==> config.mk <==
export PLATFORM = sky130hd
export DESIGN_NAME = uart_alu_ctrl
export DESIGN_NICKNAME = d
export VERILOG_FILES = /design/src/rtl/uart_alu_ctrl.sv
export SDC_FILE = /design/constraint.sdc
export NUM_CORES = 1
export LEC_CHECK = 0
export ABC_AREA = 1
export CAP_MARGIN = 30
export CORE_ASPECT_RATIO = 1.25
export CORE_MARGIN = 2
export CORE_UTILIZATION = 50
export DETAILED_ROUTE_END_ITERATION = 16
export PLACE_DENSITY = 0.81
export SLEW_MARGIN = 25
export SYNTH_ARGS = -nofsm -noshare
export SYNTH_HDL_FRONTEND = slang
export SYNTH_SLANG_ARGS = --single-unit
==> constraint.sdc <==
create_clock -name clk -period 5.08 [get_ports clk]
set_input_delay 1.27 -clock clk [delete_from_list [all_inputs] [get_ports clk]]
set_output_delay 1.27 -clock clk [all_outputs]
set_load 0.1 [all_outputs]
==> src/rtl/uart_alu_ctrl.sv <==
// uart_alu_ctrl: collects operand A, operand B and opcode bytes from uart_rx,
// presents them registered to a combinational ALU, and launches the ALU
// result through uart_tx. An inter-byte timeout drops partial frames.
module uart_alu_ctrl #(
    parameter int N_BITS  = 8,
    parameter int N_OP    = 6,
    parameter int TIMEOUT = 1000000
) (
    input  logic              clk,
    input  logic              reset,
    input  logic              rx_done_tick,
    input  logic [N_BITS-1:0] rx_data,
    input  logic [N_BITS-1:0] alu_result,
    output logic [N_BITS-1:0] alu_a,
    output logic [N_BITS-1:0] alu_b,
    output logic [N_OP-1:0]   alu_op,
    output logic              tx_start,
    output logic [N_BITS-1:0] tx_data,
    input  logic              tx_done_tick,
    output logic              busy,
    output logic              rx_overrun,
    output logic              timeout
);

    // Counter only ever holds values up to TIMEOUT-2; the timeout fires on the
    // edge where it would reach TIMEOUT-1, so it never wraps.
    localparam int CW = (TIMEOUT > 2) ? $clog2(TIMEOUT) : 1;
    localparam logic [CW-1:0] CNT_LAST = CW'(TIMEOUT - 2);

    typedef enum logic [2:0] {
        WAIT_A  = 3'd0,
        WAIT_B  = 3'd1,
        WAIT_OP = 3'd2,
        EXEC    = 3'd3,
        WAIT_TX = 3'd4
    } state_t;

    state_t            state, state_next;
    logic [CW-1:0]     cnt, cnt_next;
    logic [N_BITS-1:0] a_next, b_next, tx_data_next;
    logic [N_OP-1:0]   op_next;
    logic              tx_start_next, busy_next, overrun_next, timeout_next;

    // Next-state, datapath capture and next values of every registered output.
    always_comb begin
        state_next    = state;
        cnt_next      = '0;
        a_next        = alu_a;
        b_next        = alu_b;
        op_next       = alu_op;
        tx_data_next  = tx_data;
        tx_start_next = 1'b0;
        overrun_next  = 1'b0;
        timeout_next  = 1'b0;
        case (state)
            WAIT_A: begin
                if (rx_done_tick) begin
                    a_next     = rx_data;
                    state_next = WAIT_B;
                end else begin
                    state_next = WAIT_A;
                end
            end
            WAIT_B: begin
                // A byte arriving on the terminal cycle wins over the timeout.
                if (rx_done_tick) begin
                    b_next     = rx_data;
                    state_next = WAIT_OP;
                end else if (cnt == CNT_LAST) begin
                    state_next   = WAIT_A;
                    timeout_next = 1'b1;
                end else begin
                    cnt_next = cnt + CW'(1);
                end
            end
            WAIT_OP: begin
                if (rx_done_tick) begin
                    op_next    = rx_data[N_OP-1:0];
                    state_next = EXEC;
                end else if (cnt == CNT_LAST) begin
                    state_next   = WAIT_A;
                    timeout_next = 1'b1;
                end else begin
                    cnt_next = cnt + CW'(1);
                end
            end
            EXEC: begin
                // ALU inputs have been stable for a full cycle here.
                tx_data_next  = alu_result;
                tx_start_next = 1'b1;
                overrun_next  = rx_done_tick;
                state_next    = WAIT_TX;
            end
            WAIT_TX: begin
                overrun_next = rx_done_tick;
                if (tx_done_tick) begin
                    state_next = WAIT_A;
                end else begin
                    state_next = WAIT_TX;
                end
            end
            default: begin
                state_next = WAIT_A;
            end
        endcase
        busy_next = (state_next == EXEC) || (state_next == WAIT_TX);
    end

    // State, counter and output registers with asynchronous reset.
    always_ff @(posedge clk or posedge reset) begin
        if (reset) begin
            state      <= WAIT_A;
            cnt        <= '0;
            alu_a      <= '0;
            alu_b      <= '0;
            alu_op     <= '0;
            tx_data    <= '0;
            tx_start   <= 1'b0;
            busy       <= 1'b0;
            rx_overrun <= 1'b0;
            timeout    <= 1'b0;
        end else begin
            state      <= state_next;
            cnt        <= cnt_next;
            alu_a      <= a_next;
            alu_b      <= b_next;
            alu_op     <= op_next;
            tx_data    <= tx_data_next;
            tx_start   <= tx_start_next;
            busy       <= busy_next;
            rx_overrun <= overrun_next;
            timeout    <= timeout_next;
        end
    end

endmodule
==> qor.yml, run 1 <==
cts.sinks: 57
die_w_um: 69.5
rr_endpoint: "cnt[18]"
synth_flop_cell: "dfrtp_1"
ys_types: 34
post_cts_resize_count: 0
synthArstFlopShare_pct: 100
core_um2: 5120
dieArea_um2: 5960
floorplan.rows: 29
crit_chain: "clkdlybuf4s50_1"
critPathLaunchType: "flop"
final_net_count: 396
post-cts-setup-buffers: 0
clockBufferDepth: 2
place_area_um2: 3270
holdCritStartpoint: "cnt[0]"
yosysWarnings: 0
crit_path_end_kind: "output port"
dp_hpwl_um: 4160
cts_tree: "done"
diodes: 0
clk_pin_slew_ps: 60
path_buf_inv: 1
yosys-top-cells-count: "nand2_1, dfrtp_1, nor2_1"
root_buffer: "clkbuf_8"
hp-class: "flop to flop"
syn_inst: 312
post-route-util_pct: 67.6
arrival_ps: 1850
avgSynthCellArea_um2: 8.59
r2r_cells: 8
layout-drive-gt1-share_pct: 13.5
cp_data_required_time_ps: 3810
max_slew_margin_pct: 33.3
globalRouteOverflowTotal: 0
setup_tns_ps: 0
crit_slowest_cell: "clkdlybuf4s50_1"
io_buffers: 53
grt_pass1_vias: 2275
synth_nets: 334
synthTopCellsByArea: "dfrtp_1, nand2_1, nor2_1, inv_1, o21ai_0"
fmax_mhz: 321
placed_cells: 424
status: "complete, no violations"
drtIter0Drc: 178
grt_max_degree: 43
wire_per_inst_um: 13.1
io_pins: 54
worst-path-max-fanout: 2
fin_skew_ps: 4.84
syn_area_um2: 2680
critPathKind: "flop to output port"
max_stage_delay_ps: 1160
grt.total_usage_pct: 21.6
synth_top_area_share_pct: 53.2
ys_ff_latch: 57
synthToLayoutAreaGrowth_pct: 29.2
grt_pass1_wl_um: 10100
fin_cells: 441
r2r-start: "cnt[11]"
n_fill_cell: 414
rsz0062_at_grt: "no"
synth.most_common_cell: "nand2_1"
final.period_utilization_pct: 61.4
synth_seq_area_share_pct: 53.2
synth_edf_count: 0
holdPathEnd: "cnt[0]"
drc: 0
place.gp.congestion: 0.888
postCtsHoldBufs: 0
start_util_pct: 52.4
postRouteAntennaNets: 0
wl_um: 5790
dr.pass1.iters: 4
cts_made_buffers: 9
vias: 2202
h-tree-depth: 3
critPathTopFamily: "buffers and inverters"
maxCapViolations: 0
routed_via_density: 4.99
slew_viol_final: 0
regToRegSetupSlack_ps: 3510
yosysTopAreaCell: "dfrtp_1"
final_design_area_no_fill_um2: 3460
die_height_um: 85.8
setup_violations: 0
hold_violations: 0
clk_latency_ps: 330
period_minus_slack_ps: 3120
worst_pin_slew_ps: 997
min_path_cells: 1
grt_antenna_before_repair: 0
layout by cell type, fill, tap and decap left out, types with 2 or more instances in the layout:
cell             count
xnor2_1              3
dfrtp_1             57
a21oi_1             13
clkdlybuf4s50_1     53
clkbuf_1             2
nand3_1             11
nand2_2              4
nand2_1             81
nand3_2              3
nor2_4               3
nor3b_2              3
inv_1               28
inv_2                7
clkbuf_8            11
nor3_2               3
ha_1                 2
o21ai_0             15
nor3_1               5
nand4_1              5
xor2_1               2
nor2_2               7
clkinv_2             3
nor2_1              45
flip-flops by register name, indices dropped and copies added, names as in the netlist:
| name | count |
|---|---|
| cnt | 20 |
| alu_a | 8 |
| alu_b | 8 |
| tx_data | 8 |
| alu_op | 6 |
| state | 3 |
| busy | 1 |
| rx_overrun | 1 |
| timeout | 1 |
| tx_start | 1 |
how the worst max path moves through the flow:
stage                    from   endpoint  cells after the start
floorplan               reset   alu_a[0]                      1
global placement     alu_b[1]   alu_b[1]                      1
detailed placement   alu_b[5]   alu_b[5]                      1
CTS                  alu_a[2]   alu_a[2]                      1
global route        alu_op[0]  alu_op[0]                      1
finish               alu_a[2]   alu_a[2]                      1
cell type report:
type	instances	area [µm²]	share of cell area, %
clock buffer	13	159	4.59
clock inverter	3	15.0	0.434
inverter	36	138	3.98
multi-input combinational	215	1090	31.4
sequential	57	1430	41.2
tap	62	77.6	2.24
timing repair buffer	55	558	16.1
per-layer routing:
layer,track usage [%],up-vias,routed length (µm)
li1,-,1111,-
met1,26.6,1013,2550
met2,35.1,69,2760
met3,7.87,9,402
met4,7.84,0,80
met5,0,-,0
through the flow:
step / setup slack, ps / hold WS (ps)
after CTS: 1940 / 469
after global placement: 2320 / 447
after detailed placement: 2320 / 461
final: 1960 / 463
after floorplan: 2410 / 429
after global routing: 1910 / 497
kinds of logic after synthesis:
| group | count (synthesis) | synth area share, % |
|---|---|---|
| flops | 57 | 53.2 |
| compound gates | 32 | 6.26 |
| fa+ha+maj | 2 | 0.934 |
| xor+xnor | 5 | 1.64 |
| simple gates | 176 | 31.8 |
| buf+inv | 40 | 6.17 |
Power of run 1 is not shown: default switching activity piles up to over one toggle a cycle in this logic, so the estimate is an artifact.
==> run 2, diff against run 1 <==
--- a/config.mk
+++ b/config.mk
@@ -9,9 +9,9 @@
 export CAP_MARGIN = 30
 export CORE_ASPECT_RATIO = 1.25
 export CORE_MARGIN = 2
-export CORE_UTILIZATION = 50
+export CORE_UTILIZATION = 46
 export DETAILED_ROUTE_END_ITERATION = 16
-export PLACE_DENSITY = 0.81
+export PLACE_DENSITY = 0.78
 export SLEW_MARGIN = 25
 export SYNTH_ARGS = -nofsm -noshare
 export SYNTH_HDL_FRONTEND = slang
==> constraint.sdc (replaced) <==
create_clock -name clk -period 2.82 [get_ports clk]
set_input_delay 0.705 -clock clk [delete_from_list [all_inputs] [get_ports clk]]
set_output_delay 0.705 -clock clk [all_outputs]
set_load 0.1 [all_outputs]
==> qor.yml, run 2 (synthesis results as in run 1) <==
status: "complete, no violations"
dieArea_um2: 6450  # +8.2%
cp_num_cells: 4  # +3
vias: 2175  # -1.2%
postCtsHoldBufs: 0  # unchanged
root_buffer: "clkbuf_8"
wl_um: 5700  # -1.5%
wire_per_inst_um: 12.9  # -1.9%
grt.total_usage_pct: 20.0  # -1.6 points
globalRouteOverflowTotal: 0  # unchanged
io_pins: 54  # unchanged
core_um2: 5700  # +11%
grt_pass1_wl_um: 9970  # -1.8%
final_common_cell: "nand2_1"
synthToLayoutAreaGrowth_pct: 25.0
hold_violations: 0  # unchanged
routed_via_density: 4.91  # -1.7%
path_buf_inv: 1  # unchanged
fmax_mhz: 551
final.period_utilization_pct: 64.3
die_w_um: 72.3  # +4.0%
critPathTopFamily: "simple AND/OR/NAND/NOR gates"
met1_usage_pct: 23.9  # -2.7 points
dr.pass1.iters: 4  # unchanged
max_stage_delay_ps: 580  # -580 ps
maxCapViolations: 0  # unchanged
diodes: 0  # unchanged
period_minus_slack_ps: 1810
cts_made_buffers: 9  # unchanged
dp_hpwl_um: 4190  # +0.68%
critPathLaunchType: "input pin"
largest_reg_flops: 20  # unchanged
postRouteAntennaNets: 0  # unchanged
min_path_cells: 1  # unchanged
drtIter0Drc: 205  # +15%
drc: 0  # unchanged
crit_path_end_kind: "flop"
setup_violations: 0  # unchanged
fin_skew_ps: 9.67  # +4.83 ps
n_fill_cell: 508  # +23%
hp-class: "flop to flop"
layout-drive-gt1-share_pct: 22.3  # +8.8 points
floorplan.rows: 31  # +6.9%
max_slew_margin_pct: 53.0  # +20 points
cts.sinks: 57  # unchanged
clk_latency_ps: 330  # about the same
grt_busiest_layer: "met2"
use_met2_pct: 34.0  # -1.0 points
place.gp.congestion: 0.883  # -0.60%
post_cts_resize_count: 0  # unchanged
worst-path-max-fanout: 17  # +15
r2r_cells: 8  # unchanged
critPathKind: "input pin to flop"
cp_data_required_time_ps: 3000  # -810 ps
setup_tns_ps: 0  # unchanged
post-cts-setup-buffers: 0  # unchanged
die_height_um: 89.3  # +4.1%
start_util_pct: 47.0  # -5.4 points
cts_tree: "done"
clockBufferDepth: 2  # unchanged
regMostFlops: "cnt"
slew_viol_final: 0  # unchanged
grt_antenna_before_repair: 0  # unchanged
arrival_ps: 1990  # +140 ps
h-tree-depth: 3  # unchanged
rsz0062_at_grt: "no"
clk_pin_slew_ps: 60  # about the same
grt_pass1_vias: 2170  # -4.6%
crit_slowest_cell: "clkdlybuf4s50_1"
gr-usage-met3_pct: 6.76  # -1.1 points
grt_max_degree: 58  # +35%
most-common-layout-cells: "nand2_1, dfrtp_1, nor2_1"
crit_chain: "clkdlybuf4s50_1, nand3_1, nand2_1, o21ai_0"
io_buffers: 53  # unchanged
final_net_count: 395  # -0.25%
worst_pin_slew_ps: 705  # -292 ps
[run 2: cell types whose count changed in the layout (fill, tap and decap cells not counted)]
| cell | delta |
|---|---|
| clkbuf_8 | -1 |
| clkdlybuf4s50_1 | -34 |
| clkinv_2 | +1 |
| clkbuf_1 | -1 |
| buf_12 | -1 |
| buf_4 | +34 |
[run 2: path summary, 6_finish.rpt]
path / from / end / slack (ps)
setup / recovery: rx_done_tick / alu_a[1] / 1010
min in group asynchronous: reset / cnt[12] / 890
hold reg to reg: cnt[0] / cnt[0] / 460
setup reg to reg: cnt[11] / cnt[18] / 1220
hold / removal: cnt[0] / cnt[0] / 460
max in group asynchronous: reset / cnt[6] / 1460
[run 2: stage by stage]
step	util (%)	instances	cell area (µm²)	hold slack, ps	setup slack [ps]
CTS	58.7	443	3350	466	1010
finish	58.7	443	3350	462	1010
floorplan	-	312	2680	429	715
global route	58.7	443	3350	496	845
global placement	55.9	428	3190	453	761
detailed placement	55.9	428	3190	458	695
[run 2: layout make-up]
type | count | area (µm²) | share of cell area [%]
flip-flops and latches | 57 | 1430 | 42.6
clock inverters | 4 | 20.0 | 0.598
well taps | 66 | 82.6 | 2.47
repair buffers | 54 | 453 | 13.5
multi-input cells | 215 | 1090 | 32.5
clock buffers | 11 | 141 | 4.22
inverters | 36 | 138 | 4.11
[run 2: routing by layer]
layer	wire length, µm	share of wire (%)	vias to the layer above
met5	0	0	-
met4	56	0.98	0
met3	299	5.2	6
met2	2970	52	57
met1	2370	42	1007
li1	-	-	1105
Power of run 2 is left out for the same reason.
